### src/rtl/wave_rom_scheduler_if.sv
// Voice-side and ROM-side signals of the shared waveform ROM scheduler.
// The master drives enables, addresses and ROM data; the slave is the scheduler.
interface wave_rom_scheduler_if #(
  parameter int VOICES = 3,
  parameter int ADDR_W = 12,
  parameter int DATA_W = 8
);
  logic [VOICES-1:0]        enables;
  logic [VOICES*ADDR_W-1:0] note_addrs;
  logic                     rom_en;
  logic [ADDR_W-1:0]        rom_addr;
  logic [DATA_W-1:0]        rom_data;
  logic [VOICES*DATA_W-1:0] samples;
  logic [VOICES-1:0]        sample_valid;
  logic                     frame_done;

  modport master (
    output enables, note_addrs, rom_data,
    input  rom_en, rom_addr, samples, sample_valid, frame_done
  );

  modport slave (
    input  enables, note_addrs, rom_data,
    output rom_en, rom_addr, samples, sample_valid, frame_done
  );
endinterface

### src/rtl/wave_rom_scheduler.sv
// Round-robin sharing of one 1-cycle-latency waveform ROM among enabled voices.
// Sample visible 2 cycles after rom_en; no backpressure, one read per cycle while scanning.
module wave_rom_scheduler #(
  parameter int VOICES = 3,
  parameter int ADDR_W = 12,
  parameter int DATA_W = 8
) (
  input logic                clk,
  input logic                rst,
  wave_rom_scheduler_if.slave bus
);
  localparam int PTR_W = (VOICES > 1) ? $clog2(VOICES) : 1;

  typedef enum logic {IDLE, SCAN} state_t;

  state_t                   r_state, w_state_nxt;
  logic [VOICES-1:0]        r_round_mask, w_round_mask_nxt;
  logic [PTR_W-1:0]         r_ptr, w_ptr_nxt;
  logic                     w_issue, w_last, w_has_hi;
  logic [PTR_W-1:0]         w_next_hi, w_lowest_en;
  logic [ADDR_W-1:0]        w_sel_addr;

  logic                     r_rom_en;
  logic [ADDR_W-1:0]        r_rom_addr;
  logic [PTR_W-1:0]         r_iss_voice, r_ret_voice;
  logic                     r_iss_last, r_ret_vld, r_ret_last;
  logic [VOICES*DATA_W-1:0] r_samples;
  logic [VOICES-1:0]        r_sample_valid;
  logic                     r_frame_done;

  // Descending scans so the lowest qualifying index wins.
  always_comb begin
    w_has_hi    = 1'b0;
    w_next_hi   = '0;
    w_lowest_en = '0;
    w_sel_addr  = '0;
    for (int v = VOICES - 1; v >= 0; v--) begin
      if (r_round_mask[v] && (PTR_W'(v) > r_ptr)) begin
        w_has_hi  = 1'b1;
        w_next_hi = PTR_W'(v);
      end
      if (bus.enables[v]) begin
        w_lowest_en = PTR_W'(v);
      end
    end
    for (int v = 0; v < VOICES; v++) begin
      if (PTR_W'(v) == r_ptr) begin
        w_sel_addr = bus.note_addrs[v*ADDR_W +: ADDR_W];
      end
    end
  end

  always_comb begin
    w_state_nxt      = r_state;
    w_round_mask_nxt = r_round_mask;
    w_ptr_nxt        = r_ptr;
    w_issue          = (r_state == SCAN);
    w_last           = w_issue && !w_has_hi;
    if (!w_issue || w_last) begin
      // Round boundary: the next round's mask is latched on the last issue edge, so no bubble.
      w_round_mask_nxt = bus.enables;
      if (bus.enables == '0) begin
        w_state_nxt = IDLE;
      end else begin
        w_state_nxt = SCAN;
        w_ptr_nxt   = w_lowest_en;
      end
    end else begin
      w_ptr_nxt = w_next_hi;
    end
  end

  always_ff @(posedge clk or posedge rst) begin
    if (rst) begin
      r_state      <= IDLE;
      r_round_mask <= '0;
      r_ptr        <= '0;
    end else begin
      r_state      <= w_state_nxt;
      r_round_mask <= w_round_mask_nxt;
      r_ptr        <= w_ptr_nxt;
    end
  end

  always_ff @(posedge clk or posedge rst) begin
    if (rst) begin
      r_rom_en    <= 1'b0;
      r_rom_addr  <= '0;
      r_iss_voice <= '0;
      r_iss_last  <= 1'b0;
      r_ret_vld   <= 1'b0;
      r_ret_voice <= '0;
      r_ret_last  <= 1'b0;
    end else begin
      r_rom_en <= w_issue;
      if (w_issue) begin
        r_rom_addr  <= w_sel_addr;
        r_iss_voice <= r_ptr;
        r_iss_last  <= w_last;
      end
      // Second stage lines up with rom_data arriving from the ROM.
      r_ret_vld   <= r_rom_en;
      r_ret_voice <= r_iss_voice;
      r_ret_last  <= r_rom_en && r_iss_last;
    end
  end

  always_ff @(posedge clk or posedge rst) begin
    if (rst) begin
      r_samples      <= '0;
      r_sample_valid <= '0;
      r_frame_done   <= 1'b0;
    end else begin
      r_sample_valid <= '0;
      r_frame_done   <= r_ret_vld && r_ret_last;
      for (int v = 0; v < VOICES; v++) begin
        if (!bus.enables[v]) begin
          r_samples[v*DATA_W +: DATA_W] <= '0;
        end else if (r_ret_vld && (r_ret_voice == PTR_W'(v))) begin
          r_samples[v*DATA_W +: DATA_W] <= bus.rom_data;
          r_sample_valid[v]             <= 1'b1;
        end
      end
    end
  end

  assign bus.rom_en       = r_rom_en;
  assign bus.rom_addr     = r_rom_addr;
  assign bus.samples      = r_samples;
  assign bus.sample_valid = r_sample_valid;
  assign bus.frame_done   = r_frame_done;
endmodule

### src/flat_wrapper.sv
// flat-port wrapper written by rule: the top's interface ports become plain ports
module wave_rom_scheduler_flat 
#(
  parameter int VOICES = 3,
  parameter int ADDR_W = 12,
  parameter int DATA_W = 8
)
  (clk, rst, bus_enables, bus_note_addrs, bus_rom_data, bus_rom_en, bus_rom_addr, bus_samples, bus_sample_valid, bus_frame_done);
  wave_rom_scheduler_if #(.VOICES(VOICES), .ADDR_W(ADDR_W), .DATA_W(DATA_W)) bus_i ();
  input logic clk;
  input logic rst;
  input wire logic [$bits(bus_i.enables)-1:0] bus_enables;
  input wire logic [$bits(bus_i.note_addrs)-1:0] bus_note_addrs;
  input wire logic [$bits(bus_i.rom_data)-1:0] bus_rom_data;
  output wire logic [$bits(bus_i.rom_en)-1:0] bus_rom_en;
  output wire logic [$bits(bus_i.rom_addr)-1:0] bus_rom_addr;
  output wire logic [$bits(bus_i.samples)-1:0] bus_samples;
  output wire logic [$bits(bus_i.sample_valid)-1:0] bus_sample_valid;
  output wire logic [$bits(bus_i.frame_done)-1:0] bus_frame_done;
  assign bus_i.enables = bus_enables;
  assign bus_i.note_addrs = bus_note_addrs;
  assign bus_i.rom_data = bus_rom_data;
  assign bus_rom_en = bus_i.rom_en;
  assign bus_rom_addr = bus_i.rom_addr;
  assign bus_samples = bus_i.samples;
  assign bus_sample_valid = bus_i.sample_valid;
  assign bus_frame_done = bus_i.frame_done;
  wave_rom_scheduler #(.VOICES(VOICES), .ADDR_W(ADDR_W), .DATA_W(DATA_W)) u_core (.clk(clk), .rst(rst), .bus(bus_i));
endmodule
### config.mk
export PLATFORM = sky130hd
export DESIGN_NAME = wave_rom_scheduler_flat
export DESIGN_NICKNAME = d
export VERILOG_FILES = /design/src/rtl/wave_rom_scheduler_if.sv /design/src/rtl/wave_rom_scheduler.sv /design/src/flat_wrapper.sv
export SDC_FILE = /design/constraint.sdc
export NUM_CORES = 1
export LEC_CHECK = 0
export CAP_MARGIN = 5
export CELL_PAD_IN_SITES_DETAIL_PLACEMENT = 0
export CELL_PAD_IN_SITES_GLOBAL_PLACEMENT = 2
export CORE_MARGIN = 1
export CORE_UTILIZATION = 24
export DETAILED_ROUTE_END_ITERATION = 10
export PLACE_DENSITY = 0.74
export SETUP_SLACK_MARGIN = 0.1
export SYNTH_ARGS = -nofsm -noshare
export SYNTH_HDL_FRONTEND = slang
export SYNTH_SLANG_ARGS = --single-unit
### constraint.sdc
create_clock -name clk -period 1.71 [get_ports clk]
set_input_delay 0.513 -clock clk [delete_from_list [all_inputs] [get_ports clk]]
set_output_delay 0.513 -clock clk [all_outputs]
set_load 0.01 [all_outputs]
==> impl_metrics.prom, run 1 <==
# TYPE chip_impl_metric gauge
chip_impl_metric{name="postSynth.asyncResetShare",unit="%"} 100.0
chip_impl_metric{name="timing.reg2reg.setup_slack",unit="ns"} 0.31
chip_impl_metric{name="holdPathStages",unit=""} 0
chip_impl_info{name="crit-reg2reg-launch",value="u_core.r_ret_voice[1]"} 1
chip_impl_metric{name="crit_fanout",unit=""} 2
chip_impl_info{name="worstSetupEndpointType",value="primary output"} 1
chip_impl_metric{name="die_boundary_height",unit="um"} 100.1
chip_impl_metric{name="register_clock_pin_slew_on_the_reported_worst_setup_and_hold_paths",unit="ns"} 0.09
chip_impl_info{name="setup.worst_path.start_class",value="register"} 1
chip_impl_metric{name="final_period_minus_worst_setup_slack",unit="ns"} 1.505
chip_impl_info{name="critical_path.cell_chain",value="dlygate4sd2_1"} 1
chip_impl_metric{name="average_cell_area_after_synthesis",unit="um2"} 11.44
chip_impl_metric{name="place_congestion",unit=""} 0.7268
chip_impl_metric{name="synthesis.instances",unit=""} 202
chip_impl_info{name="worst_path_max_delay_cell",value="sky130_fd_sc_hd__dfrtp_1"} 1
chip_impl_metric{name="finalHoldViolCount",unit=""} 0
chip_impl_metric{name="final.setup.tns",unit="ns"} 0
chip_impl_info{name="synthFlopType",value="sky130_fd_sc_hd__dfrtp_1"} 1
chip_impl_metric{name="multi_input_area",unit="um2"} 899.6
chip_impl_metric{name="std_cell_rows",unit=""} 35
chip_impl_metric{name="drt_wl_total",unit="um"} 5592
chip_impl_metric{name="fin_worst_skew",unit="ns"} 0.004971
chip_impl_metric{name="max_freq",unit="MHz"} 664.4
chip_impl_metric{name="num_io_pins",unit=""} 90
chip_impl_metric{name="viasPerCell",unit=""} 4.152
chip_impl_metric{name="count_of_fill_cells_added_during_filler_insertion",unit=""} 1008
chip_impl_metric{name="fin_crit_sh",unit="%"} 88.02
chip_impl_metric{name="post_syn_area",unit="mm2"} 0.002311
chip_impl_metric{name="tightest_slew",unit="ns"} 0.3666
chip_impl_metric{name="drc",unit=""} 0
chip_impl_metric{name="path_buf_inv",unit=""} 1
chip_impl_metric{name="area.sequential",unit="mm2"} 0.001328
chip_impl_metric{name="total_power",unit="mW"} 4.603
chip_impl_metric{name="cts-htree-levels",unit=""} 2
chip_impl_info{name="hp-start",value="u_core.r_iss_voice[1]"} 1
chip_impl_metric{name="grt_pass1_wl",unit="um"} 9052
chip_impl_metric{name="via_count_of_the_first_global_routing_pass",unit=""} 1821
chip_impl_info{name="cts_tree",value="done"} 1
chip_impl_metric{name="grt_overflow",unit=""} 0
chip_impl_metric{name="grt_antenna_before_repair",unit=""} 0
chip_impl_metric{name="placeableCoreArea",unit="mm2"} 0.009284
chip_impl_info{name="clockRootBuffer",value="sky130_fd_sc_hd__clkbuf_8"} 1
chip_impl_metric{name="io_port_bufs",unit=""} 89
chip_impl_metric{name="synthesis.nets",unit=""} 251
chip_impl_metric{name="global_route.usage.total",unit="%"} 11.70
chip_impl_metric{name="grt_max_degree",unit=""} 54
chip_impl_metric{name="yosys_warnings",unit=""} 0
chip_impl_metric{name="synth-edff-count",unit=""} 0
chip_impl_metric{name="area_delta_synth_final",unit="%"} 47.70
chip_impl_metric{name="timing.reg2reg.worst_path_depth",unit=""} 4
chip_impl_metric{name="cap_violations",unit=""} 0
chip_impl_metric{name="crit_arrival",unit="ns"} 0.99
chip_impl_metric{name="cts_inserted_buffers",unit=""} 5
chip_impl_metric{name="max-slew-margin-rel",unit="%"} 75.45
chip_impl_info{name="hold_class",value="reg -> reg"} 1
chip_impl_metric{name="diodes_inserted",unit=""} 0
chip_impl_info{name="cpLargestDelayFamily",value="flip-flops"} 1
chip_impl_metric{name="post_cts.repair.setup_buffers",unit=""} 0
chip_impl_info{name="rsz0062_at_grt",value="false"} 1
chip_impl_metric{name="yosys_register_bits",unit=""} 53
chip_impl_metric{name="drt_iter0_markers",unit=""} 49
chip_impl_metric{name="post_synth_num_cell_types",unit=""} 29
chip_impl_metric{name="ys_seq_area_share",unit="%"} 57.39
chip_impl_metric{name="cts_buffer_depth",unit=""} 2
chip_impl_info{name="worstSetupPathType",value="reg -> out"} 1
chip_impl_metric{name="fp.dieArea",unit="mm2"} 0.01003
chip_impl_metric{name="p_leak",unit="nW"} 1.666
chip_impl_metric{name="die_x",unit="um"} 100.1
chip_impl_metric{name="drv_slew",unit=""} 0
chip_impl_metric{name="worst_ep_required_time",unit="ns"} 1.20
chip_impl_metric{name="cts.sink_count",unit=""} 53
chip_impl_metric{name="ir_worst_vdd",unit="uV"} 344.6
chip_impl_metric{name="drive_gt1_share",unit="%"} 9.396
chip_impl_metric{name="clkLatencyLatePin",unit="ns"} 0.31
chip_impl_info{name="run_status",value="finished clean"} 1
chip_impl_metric{name="ant_nets",unit=""} 0
chip_impl_metric{name="finalSetupViolations",unit=""} 0
chip_impl_metric{name="powerDensity",unit="mW/mm2"} 1349
chip_impl_info{name="hold-path-endpoint",value="u_core.r_ret_voice[1]"} 1
chip_impl_metric{name="floorplan.initialDensity",unit="%"} 24.89
chip_impl_metric{name="place_hpwl",unit="um"} 4034
chip_impl_info{name="worst_r2r_endpoint",value="u_core.bus.samples[7]"} 1
chip_impl_metric{name="dr.pass1.iters",unit=""} 4
chip_impl_metric{name="critPathMaxStageDelay",unit="ns"} 0.39
chip_impl_metric{name="wl_per_cell",unit="um"} 13.10
chip_impl_metric{name="dr_total_vias",unit=""} 1773
chip_impl_metric{name="final_net_count",unit=""} 346
## area by class of cell
class	count	area share [%]
inverters	3	0.4399
clock buffers	6	2.126
repair buffers	99	27.16
multi-input cells	135	26.36
flip-flops and latches	53	38.89
well taps	129	4.729
clock inverters	2	0.2933
## stage by stage
step                      setup WS [ns]  hold slack [ns]  cells  instance area, um2  utilization, %
final                            0.2049           0.3773    427                3413           36.77
after global routing             0.1284           0.3831    427                3413           36.77
after CTS                        0.1565           0.3818    427                3412           36.75
after detailed placement         0.1368           0.3599    419                3381           36.42
after global placement           0.1393           0.3587    419                3381           36.42
after floorplan                  0.4977           0.3501    202                2315               -
## cells in the final DEF (no fill, tap or decap), drive strengths merged, types with 4 or more instances in the layout
master          n
clkdlybuf4s50  48
or2            12
nand2          15
dlygate4sd2    41
clkinv          4
buf            10
a31oi          12
mux2i          36
clkbuf          6
nor2           31
nor2b          10
dfrtp          53
## logic make-up after synthesis
family | Yosys count | share of synthesized area, %
AO/OA/AOI/OAI | 19 | 5.306
buffers and inverters | 14 | 3.898
AND/OR/NAND/NOR | 77 | 16.35
flip-flops | 53 | 57.39
multiplexers | 39 | 17.05
## where the power goes
group / internal (mW) / total [mW] / switching [mW]
Clock: 0.285 / 0.692 / 0.407
Combinational: 1.04 / 1.95 / 0.916
Sequential: 1.68 / 1.96 / 0.283
## timing repair
item,4_1_cts,5_1_grt
resized for setup,41,1
hold buffers,0,0
setup endpoints to repair,41,4
endpoints found under the hold margin,0,0
## sequential cells by signal (all words and copies together), names as in the netlist
signal,count
u_core.bus.samples,24
u_core.bus.rom_addr,12
u_core.bus.sample_valid,3
u_core.r_iss_voice,2
u_core.r_ptr,2
u_core.r_ret_voice,2
u_core.r_round_mask,2
u_core.bus.frame_done,1
u_core.bus.rom_en,1
u_core.r_iss_last,1
u_core.r_ret_last,1
u_core.r_ret_vld,1
u_core.r_state,1
## metal layers
| metal | track usage, % | share of wire (%) | wire, um |
|---|---|---|---|
| met5 | 0 | 0 | 0 |
| met3 | 3.064 | 5.1 | 287 |
| met4 | 3.679 | 1.5 | 83 |
| met2 | 19.60 | 48 | 2671 |
| met1 | 14.73 | 46 | 2549 |
## worst max-delay path by stage
stage / from / end / slack, ns / depth (start not counted)
after floorplan: u_core.r_state / u_core.r_round_mask[1] / 0.50 / 4
after global placement: bus_enables[2] / u_core.r_ptr[0] / 0.14 / 4
after detailed placement: bus_note_addrs[10] / u_core.bus.rom_addr[10] / 0.14 / 4
after CTS: u_core.r_ptr[1] / u_core.bus.rom_addr[2] / 0.16 / 4
after global routing: u_core.bus.samples[13] / bus_samples[13] / 0.13 / 1
final: u_core.bus.samples[21] / bus_samples[21] / 0.20 / 1
## synthesized netlist by cell type (3+ instances only)
| cell type | n | area, um2 |
|---|---|---|
| sky130_fd_sc_hd__buf_4 | 3 | 22.52 |
| sky130_fd_sc_hd__clkbuf_1 | 4 | 15.01 |
| sky130_fd_sc_hd__and2_1 | 3 | 18.77 |
| sky130_fd_sc_hd__or2_0 | 8 | 50.05 |
| sky130_fd_sc_hd__a31oi_1 | 12 | 75.07 |
| sky130_fd_sc_hd__nor2b_1 | 9 | 56.30 |
| sky130_fd_sc_hd__nand2_1 | 15 | 56.30 |
| sky130_fd_sc_hd__or2_2 | 4 | 25.02 |
| sky130_fd_sc_hd__mux2i_1 | 36 | 360.4 |
| sky130_fd_sc_hd__dfrtp_1 | 53 | 1326 |
| sky130_fd_sc_hd__nor2_1 | 31 | 116.4 |
Power figures use the tool's default switching activity.
==> run 2, diff against run 1 <==
--- a/config.mk
+++ b/config.mk
@@ -8,9 +8,10 @@
 export CAP_MARGIN = 5
 export CELL_PAD_IN_SITES_DETAIL_PLACEMENT = 0
 export CELL_PAD_IN_SITES_GLOBAL_PLACEMENT = 2
-export CORE_MARGIN = 1
+export CORE_MARGIN = 5
 export CORE_UTILIZATION = 24
 export DETAILED_ROUTE_END_ITERATION = 10
+export GPL_TIMING_DRIVEN = 0
 export PLACE_DENSITY = 0.74
 export SETUP_SLACK_MARGIN = 0.1
 export SYNTH_ARGS = -nofsm -noshare
==> run 2 against run 1 <==
Effect of this change: worst setup slack better by 0.0016 ns; total power is 1.7% higher; sequential cell count is the same; sequential share of layout area shrank 0.22 points; global-route usage fell by 0.77 points; die area up 17%; non-clock buffer count is 2 higher; maximum frequency is 0.11% higher; critical path type unchanged; largest cell class unchanged.
==> impl_metrics.prom, run 2 (synthesized netlist as in run 1, its figures left out) <==
# TYPE chip_impl_metric gauge
chip_impl_info{name="run_status",value="finished clean"} 1
chip_impl_metric{name="grt_antenna_before_repair",unit=""} 0
chip_impl_metric{name="area.sequential",unit="mm2"} 0.001326
chip_impl_metric{name="std_cell_rows",unit=""} 35
chip_impl_metric{name="viasPerCell",unit=""} 4.105
chip_impl_info{name="final_common_cell",value="sky130_fd_sc_hd__dfrtp_1"} 1
chip_impl_metric{name="finalSetupViolations",unit=""} 0
chip_impl_metric{name="grt_pass1_wl",unit="um"} 10050
chip_impl_metric{name="critPathMaxStageDelay",unit="ns"} 0.40
chip_impl_metric{name="fin_worst_skew",unit="ns"} 0.009060
chip_impl_metric{name="drt_wl_total",unit="um"} 6077
chip_impl_metric{name="io_port_bufs",unit=""} 89
chip_impl_metric{name="clkLatencyLatePin",unit="ns"} 0.30
chip_impl_info{name="cts_tree",value="done"} 1
chip_impl_metric{name="via_count_of_the_first_global_routing_pass",unit=""} 1905
chip_impl_metric{name="register_clock_pin_slew_on_the_reported_worst_setup_and_hold_paths",unit="ns"} 0.09
chip_impl_metric{name="worst_ep_required_time",unit="ns"} 1.20
chip_impl_metric{name="grt_overflow",unit=""} 0
chip_impl_metric{name="total_power",unit="mW"} 4.681
chip_impl_metric{name="global_route.usage.total",unit="%"} 10.93
chip_impl_info{name="rsz0062_at_grt",value="false"} 1
chip_impl_metric{name="postLayoutCellArea",unit="mm2"} 0.003430
chip_impl_metric{name="drive_gt1_share",unit="%"} 8.361
chip_impl_metric{name="crit_arrival",unit="ns"} 0.99
chip_impl_info{name="final_cell_mix",value="sky130_fd_sc_hd__dfrtp_1 (53), sky130_fd_sc_hd__clkdlybuf4s50_1 (48), sky130_fd_sc_hd__dlygate4sd2_1 (41)"} 1
chip_impl_metric{name="preCtsSetupSlack",unit="ns"} -0.1982
chip_impl_metric{name="largest_register_ff_count",unit=""} 24
chip_impl_info{name="critical_path.cell_chain",value="dlygate4sd2_1"} 1
chip_impl_metric{name="multi_input_area",unit="um2"} 894.6
chip_impl_metric{name="final_net_count",unit=""} 348
chip_impl_metric{name="floorplan.initialDensity",unit="%"} 24.78
chip_impl_metric{name="cts-htree-levels",unit=""} 2
chip_impl_info{name="setup.worst_path.start_class",value="register"} 1
chip_impl_metric{name="p_leak",unit="nW"} 1.660
chip_impl_info{name="clockRootBuffer",value="sky130_fd_sc_hd__clkbuf_8"} 1
chip_impl_metric{name="cts.sink_count",unit=""} 53
chip_impl_metric{name="tightest_slew",unit="ns"} 0.4963
chip_impl_metric{name="max-slew-margin-rel",unit="%"} 66.91
chip_impl_metric{name="drc",unit=""} 0
chip_impl_info{name="worst_path_max_delay_cell",value="sky130_fd_sc_hd__dfrtp_1"} 1
chip_impl_metric{name="cts_buffer_depth",unit=""} 2
chip_impl_metric{name="final_critical_path_setup_slack",unit="ns"} 0.2066
chip_impl_metric{name="post_cts.repair.setup_buffers",unit=""} 0
chip_impl_metric{name="fin_crit_sh",unit="%"} 87.92
chip_impl_metric{name="placeableCoreArea",unit="mm2"} 0.009328
chip_impl_metric{name="grt_max_degree",unit=""} 54
chip_impl_metric{name="count_of_fill_cells_added_during_filler_insertion",unit=""} 971
chip_impl_metric{name="die_boundary_height",unit="um"} 108.1
chip_impl_metric{name="fp.dieArea",unit="mm2"} 0.01169
chip_impl_metric{name="powerDensity",unit="mW/mm2"} 1365
chip_impl_metric{name="ant_nets",unit=""} 0
chip_impl_metric{name="postPlaceCellArea",unit="mm2"} 0.003367
chip_impl_info{name="cpLargestDelayFamily",value="flip-flops"} 1
chip_impl_metric{name="final.setup.tns",unit="ns"} 0
chip_impl_info{name="hold_class",value="reg -> reg"} 1
chip_impl_metric{name="cap_violations",unit=""} 0
chip_impl_metric{name="finalHoldViolCount",unit=""} 0
chip_impl_metric{name="place_hpwl",unit="um"} 4481
chip_impl_metric{name="ir_worst_vdd",unit="uV"} 409.7
chip_impl_metric{name="drv_slew",unit=""} 0
chip_impl_metric{name="cts_inserted_buffers",unit=""} 5
chip_impl_metric{name="place_congestion",unit=""} 0.7181
chip_impl_metric{name="max_freq",unit="MHz"} 665.1
chip_impl_metric{name="final_period_minus_worst_setup_slack",unit="ns"} 1.503
chip_impl_info{name="worstSetupPathType",value="reg -> out"} 1
chip_impl_metric{name="num_io_pins",unit=""} 90
chip_impl_metric{name="area_delta_synth_final",unit="%"} 48.40
chip_impl_metric{name="dr.pass1.iters",unit=""} 4
chip_impl_metric{name="die_x",unit="um"} 108.1
chip_impl_metric{name="wl_per_cell",unit="um"} 14.20
chip_impl_metric{name="crit_fanout",unit=""} 2
chip_impl_metric{name="drt_iter0_markers",unit=""} 33
chip_impl_metric{name="path_buf_inv",unit=""} 1
chip_impl_metric{name="dr_total_vias",unit=""} 1757
chip_impl_info{name="worstSetupEndpointType",value="primary output"} 1
chip_impl_metric{name="diodes_inserted",unit=""} 0
==> run 2: changes by cell type in the layout (fill, tap and decap cells not counted), moves of 2 or more <==
cell / previous run / this run
sky130_fd_sc_hd__buf_2: 0 / 2
sky130_fd_sc_hd__clkbuf_1: 1 / 4
sky130_fd_sc_hd__clkinvlp_4: 1 / 3
sky130_fd_sc_hd__clkinv_2: 2 / 0
sky130_fd_sc_hd__buf_4: 9 / 3
==> run 2: cell type report <==
cell class              instances  share of cell area [%]
well taps                     129                   4.706
inverters                       3                  0.5472
clock inverters                 1                  0.2189
multi-input cells             135                   26.09
clock buffers                   6                   2.408
repair buffers                 90                   25.06
flip-flops and latches         53                   38.67
plain buffers                  11                   2.298
==> run 2: what timing repair did <==
item / 4_1_cts / 5_1_grt
hold buffers: 0 / 0
gates resized for setup: 41 / 1
endpoints found under the hold margin: 0 / 0
endpoints found under the setup margin: 41 / 1
pin swaps: 0 / 0
cloned: 0 / 0
==> run 2: path summary, 6_finish.rpt <==
| kind | startpoint | slack (ns) | cells past startpoint | end |
|---|---|---|---|---|
| worst min register to register | u_core.r_state | 0.38 | 0 | u_core.bus.rom_en |
| worst max register to register | u_core.r_state | 0.41 | 4 | u_core.r_round_mask[1] |
| worst min-delay path | u_core.r_state | 0.38 | 0 | u_core.bus.rom_en |
| worst max-delay path | u_core.bus.rom_addr[6] | 0.21 | 1 | bus_rom_addr[6] |
| min in group asynchronous | rst | 0.57 | 2 | u_core.r_ret_last |
| max in group asynchronous | rst | 0.63 | 3 | u_core.bus.rom_addr[8] |
==> run 2: per-stage QoR <==
step           hold slack (ns)  utilization [%]  cells
6_report                0.3825            36.77    428
5_1_grt                 0.4077            36.77    428
4_1_cts                 0.3844            36.51    427
3_5_place_dp            0.3611            36.10    420
3_3_place_gp            0.3591            36.10    420
2_1_floorplan           0.3501                -    202
==> run 2: power by group <==
group | switching [mW] | internal [mW] | total (mW)
Clock | 0.398 | 0.321 | 0.719
Combinational | 1.00 | 1.07 | 2.08
Sequential | 0.212 | 1.67 | 1.89
Total | 1.61 | 3.07 | 4.68
==> run 2: layer usage <==
| layer | GRT usage (%) | share of wire [%] | up-vias |
|---|---|---|---|
| met2 | 17.76 | 47 | 50 |
| met5 | 0 | 0 | - |
| li1 | - | - | 874 |
| met1 | 14.39 | 47 | 828 |
| met4 | 2.705 | 1.2 | 0 |
| met3 | 3.104 | 5.1 | 5 |
==> run 3, diff against run 2 <==
--- a/config.mk
+++ b/config.mk
@@ -9,10 +9,10 @@
 export CELL_PAD_IN_SITES_DETAIL_PLACEMENT = 0
 export CELL_PAD_IN_SITES_GLOBAL_PLACEMENT = 2
 export CORE_MARGIN = 5
-export CORE_UTILIZATION = 24
+export CORE_UTILIZATION = 26
 export DETAILED_ROUTE_END_ITERATION = 10
 export GPL_TIMING_DRIVEN = 0
-export PLACE_DENSITY = 0.74
+export PLACE_DENSITY = 0.86
 export SETUP_SLACK_MARGIN = 0.1
 export SYNTH_ARGS = -nofsm -noshare
 export SYNTH_HDL_FRONTEND = slang
==> constraint.sdc (replaced) <==
create_clock -name clk -period 1.5 [get_ports clk]
set_input_delay 0.45 -clock clk [delete_from_list [all_inputs] [get_ports clk]]
set_output_delay 0.45 -clock clk [all_outputs]
set_load 0.05 [all_outputs]
==> run 3 against run 2 <==
Effect of this change: critical path type unchanged; core utilization rose by 1.4 points; register-to-register slack worse by 0.21 ns; sequential share of layout area is 1.4 points higher; final cell count is 4.9% lower; sequential cell count did not move; largest power group unchanged; sequential power grew 15%; clock-buffer cell count increased by 1.
==> impl_metrics.prom, run 3 (synthesized netlist as in run 1, its figures left out) <==
# TYPE chip_impl_metric gauge
chip_impl_metric{name="preCtsSetupSlack",unit="ns"} -0.3156
chip_impl_metric{name="worst_ep_required_time",unit="ns"} 1.05
chip_impl_info{name="rsz0062_at_grt",value="false"} 1
chip_impl_metric{name="viasPerCell",unit=""} 4.324
chip_impl_metric{name="clkLatencyLatePin",unit="ns"} 0.29
chip_impl_info{name="cpLargestDelayFamily",value="flip-flops"} 1
chip_impl_metric{name="drt_wl_total",unit="um"} 5748
chip_impl_metric{name="max-slew-margin-rel",unit="%"} 59.70
chip_impl_metric{name="cap_violations",unit=""} 0
chip_impl_metric{name="p_comb_share",unit="%"} 53.9
chip_impl_metric{name="crit_fanout",unit=""} 2
chip_impl_metric{name="p_leak",unit="nW"} 1.575
chip_impl_metric{name="fin_worst_skew",unit="ns"} 0.005681
chip_impl_info{name="worstSetupPathType",value="reg -> out"} 1
chip_impl_metric{name="finalSetupViolations",unit=""} 0
chip_impl_metric{name="io_port_bufs",unit=""} 89
chip_impl_metric{name="drv_slew",unit=""} 0
chip_impl_metric{name="finalHoldViolCount",unit=""} 0
chip_impl_metric{name="critPathMaxStageDelay",unit="ns"} 0.36
chip_impl_metric{name="fin_crit_sh",unit="%"} 90.69
chip_impl_metric{name="gr-usage-met3",unit="%"} 4.531
chip_impl_metric{name="floorplan.initialDensity",unit="%"} 26.63
chip_impl_metric{name="postPlaceCellArea",unit="mm2"} 0.003341
chip_impl_metric{name="cts_inserted_buffers",unit=""} 5
chip_impl_info{name="hold_class",value="reg -> reg"} 1
chip_impl_metric{name="diodes_inserted",unit=""} 0
chip_impl_metric{name="std_cell_rows",unit=""} 34
chip_impl_metric{name="place_congestion",unit=""} 0.7507
chip_impl_metric{name="place_hpwl",unit="um"} 4182
chip_impl_metric{name="final_period_minus_worst_setup_slack",unit="ns"} 1.360
chip_impl_metric{name="final_net_count",unit=""} 348
chip_impl_metric{name="cts_buffer_depth",unit=""} 2
chip_impl_info{name="final_common_cell",value="sky130_fd_sc_hd__dfrtp_1"} 1
chip_impl_metric{name="crit_arrival",unit="ns"} 0.91
chip_impl_info{name="worst_path_max_delay_cell",value="sky130_fd_sc_hd__dfrtp_1"} 1
chip_impl_metric{name="powerDensity",unit="mW/mm2"} 1941
chip_impl_metric{name="p_sw_share",unit="%"} 44.88
chip_impl_info{name="worstSetupEndpointType",value="primary output"} 1
chip_impl_metric{name="die_boundary_height",unit="um"} 104.3
chip_impl_metric{name="cts.sink_count",unit=""} 53
chip_impl_metric{name="register_clock_pin_slew_on_the_reported_worst_setup_and_hold_paths",unit="ns"} 0.09
chip_impl_metric{name="internal-power",unit="mW"} 3.541
chip_impl_metric{name="max_freq",unit="MHz"} 735.1
chip_impl_metric{name="drt_iter0_markers",unit=""} 42
chip_impl_metric{name="grt_pass1_wl",unit="um"} 9618
chip_impl_metric{name="wl_per_cell",unit="um"} 14.12
chip_impl_metric{name="count_of_fill_cells_added_during_filler_insertion",unit=""} 894
chip_impl_metric{name="postLayoutCellArea",unit="mm2"} 0.003309
chip_impl_metric{name="ir_worst_vdd",unit="uV"} 648.5
chip_impl_info{name="critical_path.cell_chain",value="buf_2"} 1
chip_impl_metric{name="grt_max_degree",unit=""} 28
chip_impl_info{name="cts_tree",value="done"} 1
chip_impl_metric{name="final_critical_path_setup_slack",unit="ns"} 0.1397
chip_impl_info{name="final_cell_mix",value="sky130_fd_sc_hd__dfrtp_1 (53), sky130_fd_sc_hd__clkdlybuf4s50_1 (48), sky130_fd_sc_hd__mux2i_1 (36)"} 1
chip_impl_metric{name="power_switching",unit="mW"} 2.883
chip_impl_metric{name="num_io_pins",unit=""} 90
chip_impl_metric{name="power.sequential.fraction",unit="%"} 34.0
chip_impl_metric{name="dp_cells",unit=""} 399
chip_impl_metric{name="post_cts.repair.setup_buffers",unit=""} 0
chip_impl_metric{name="dr.pass1.iters",unit=""} 4
chip_impl_metric{name="grt_antenna_before_repair",unit=""} 0
chip_impl_metric{name="dr_total_vias",unit=""} 1760
chip_impl_metric{name="largest_register_ff_count",unit=""} 24
chip_impl_metric{name="die_x",unit="um"} 104.3
chip_impl_metric{name="drive_gt1_share",unit="%"} 22.07
chip_impl_metric{name="global_route.usage.total",unit="%"} 10.75
chip_impl_metric{name="cts-htree-levels",unit=""} 2
chip_impl_metric{name="ant_nets",unit=""} 0
chip_impl_metric{name="clock_network_power_share",unit="%"} 12.2
chip_impl_metric{name="path_buf_inv",unit=""} 1
chip_impl_metric{name="grt.met1_usage",unit="%"} 12.64
chip_impl_info{name="setup.worst_path.start_class",value="register"} 1
chip_impl_metric{name="final-instance-count-excl-fill",unit=""} 407
chip_impl_info{name="top_usage_layer",value="met2"} 1
chip_impl_metric{name="placeableCoreArea",unit="mm2"} 0.008678
chip_impl_metric{name="tightest_slew",unit="ns"} 0.6032
chip_impl_metric{name="globalRouteMet2Util",unit="%"} 18.42
chip_impl_info{name="run_status",value="finished clean"} 1
chip_impl_metric{name="fp.dieArea",unit="mm2"} 0.01087
chip_impl_metric{name="grt_overflow",unit=""} 0
chip_impl_metric{name="area_delta_synth_final",unit="%"} 43.21
chip_impl_metric{name="finalCoreUtilization",unit="%"} 38.13
chip_impl_metric{name="drc",unit=""} 0
chip_impl_info{name="clockRootBuffer",value="sky130_fd_sc_hd__clkbuf_8"} 1
chip_impl_metric{name="via_count_of_the_first_global_routing_pass",unit=""} 1947
-- run 3: cell count changes in the layout (fill, tap and decap cells not counted), moves of 7 or more --
cell	change
sky130_fd_sc_hd__buf_2	+10
sky130_fd_sc_hd__dlygate4sd2_1	-41
sky130_fd_sc_hd__buf_4	+7
sky130_fd_sc_hd__clkbuf_4	+24
-- run 3: power groups by stage --
stage | combinational [mW] | sequential (mW) | clock, mW
after floorplan | 1.34 | 3.39 | 0
after CTS | 3.40 | 2.18 | 0.822
final | 3.46 | 2.18 | 0.782
after global routing | 3.72 | 2.26 | 0.879
after global placement | 3.68 | 2.20 | 0
after detailed placement | 3.70 | 2.21 | 0
-- run 3: what timing repair did --
item                                    CTS  global route
pin swaps                                 0             0
hold buffers                              0             0
gates resized for setup                 211            32
endpoints found under the setup margin   95            34
gates cloned                              1             0
-- run 3: final timing paths --
kind	from	to	slack (ns)	cells after the start
setup / recovery	u_core.bus.samples[9]	bus_samples[9]	0.14	1
hold / removal	u_core.r_state	u_core.bus.rom_en	0.38	0
setup reg to reg	u_core.r_state	u_core.r_round_mask[1]	0.20	4
hold reg to reg	u_core.r_state	u_core.bus.rom_en	0.38	0
max in group asynchronous	rst	u_core.bus.samples[22]	0.44	2
min in group asynchronous	rst	u_core.r_ptr[1]	0.70	2
-- run 3: per-stage QoR --
stage	power, mW	hold WS (ns)	TNS, ns
final	6.424	0.3819	0
after global routing	6.853	0.3903	0
after CTS	6.405	0.3809	0
after detailed placement	5.914	0.3605	-22.00
after global placement	5.882	0.3586	-21.44
after floorplan	4.726	0.3501	0
-- run 3: layout make-up --
type                    instances  area (um2)  area share, %
repair inverters                1       7.507         0.2268
repair buffers                 89       763.2          23.06
clock buffers                   7       86.33          2.609
well taps                     108       135.1          4.083
inverters                       3       16.27         0.4915
multi-input cells             135       894.6          27.03
plain buffers                  11       80.08          2.420
flip-flops and latches         53        1326          40.08
-- run 3: layer usage --
metal  vias up  wire (um)
met5         -          0
met4         0         19
met3         2        426
met2        58       2722
met1       831       2579
li1        869          -
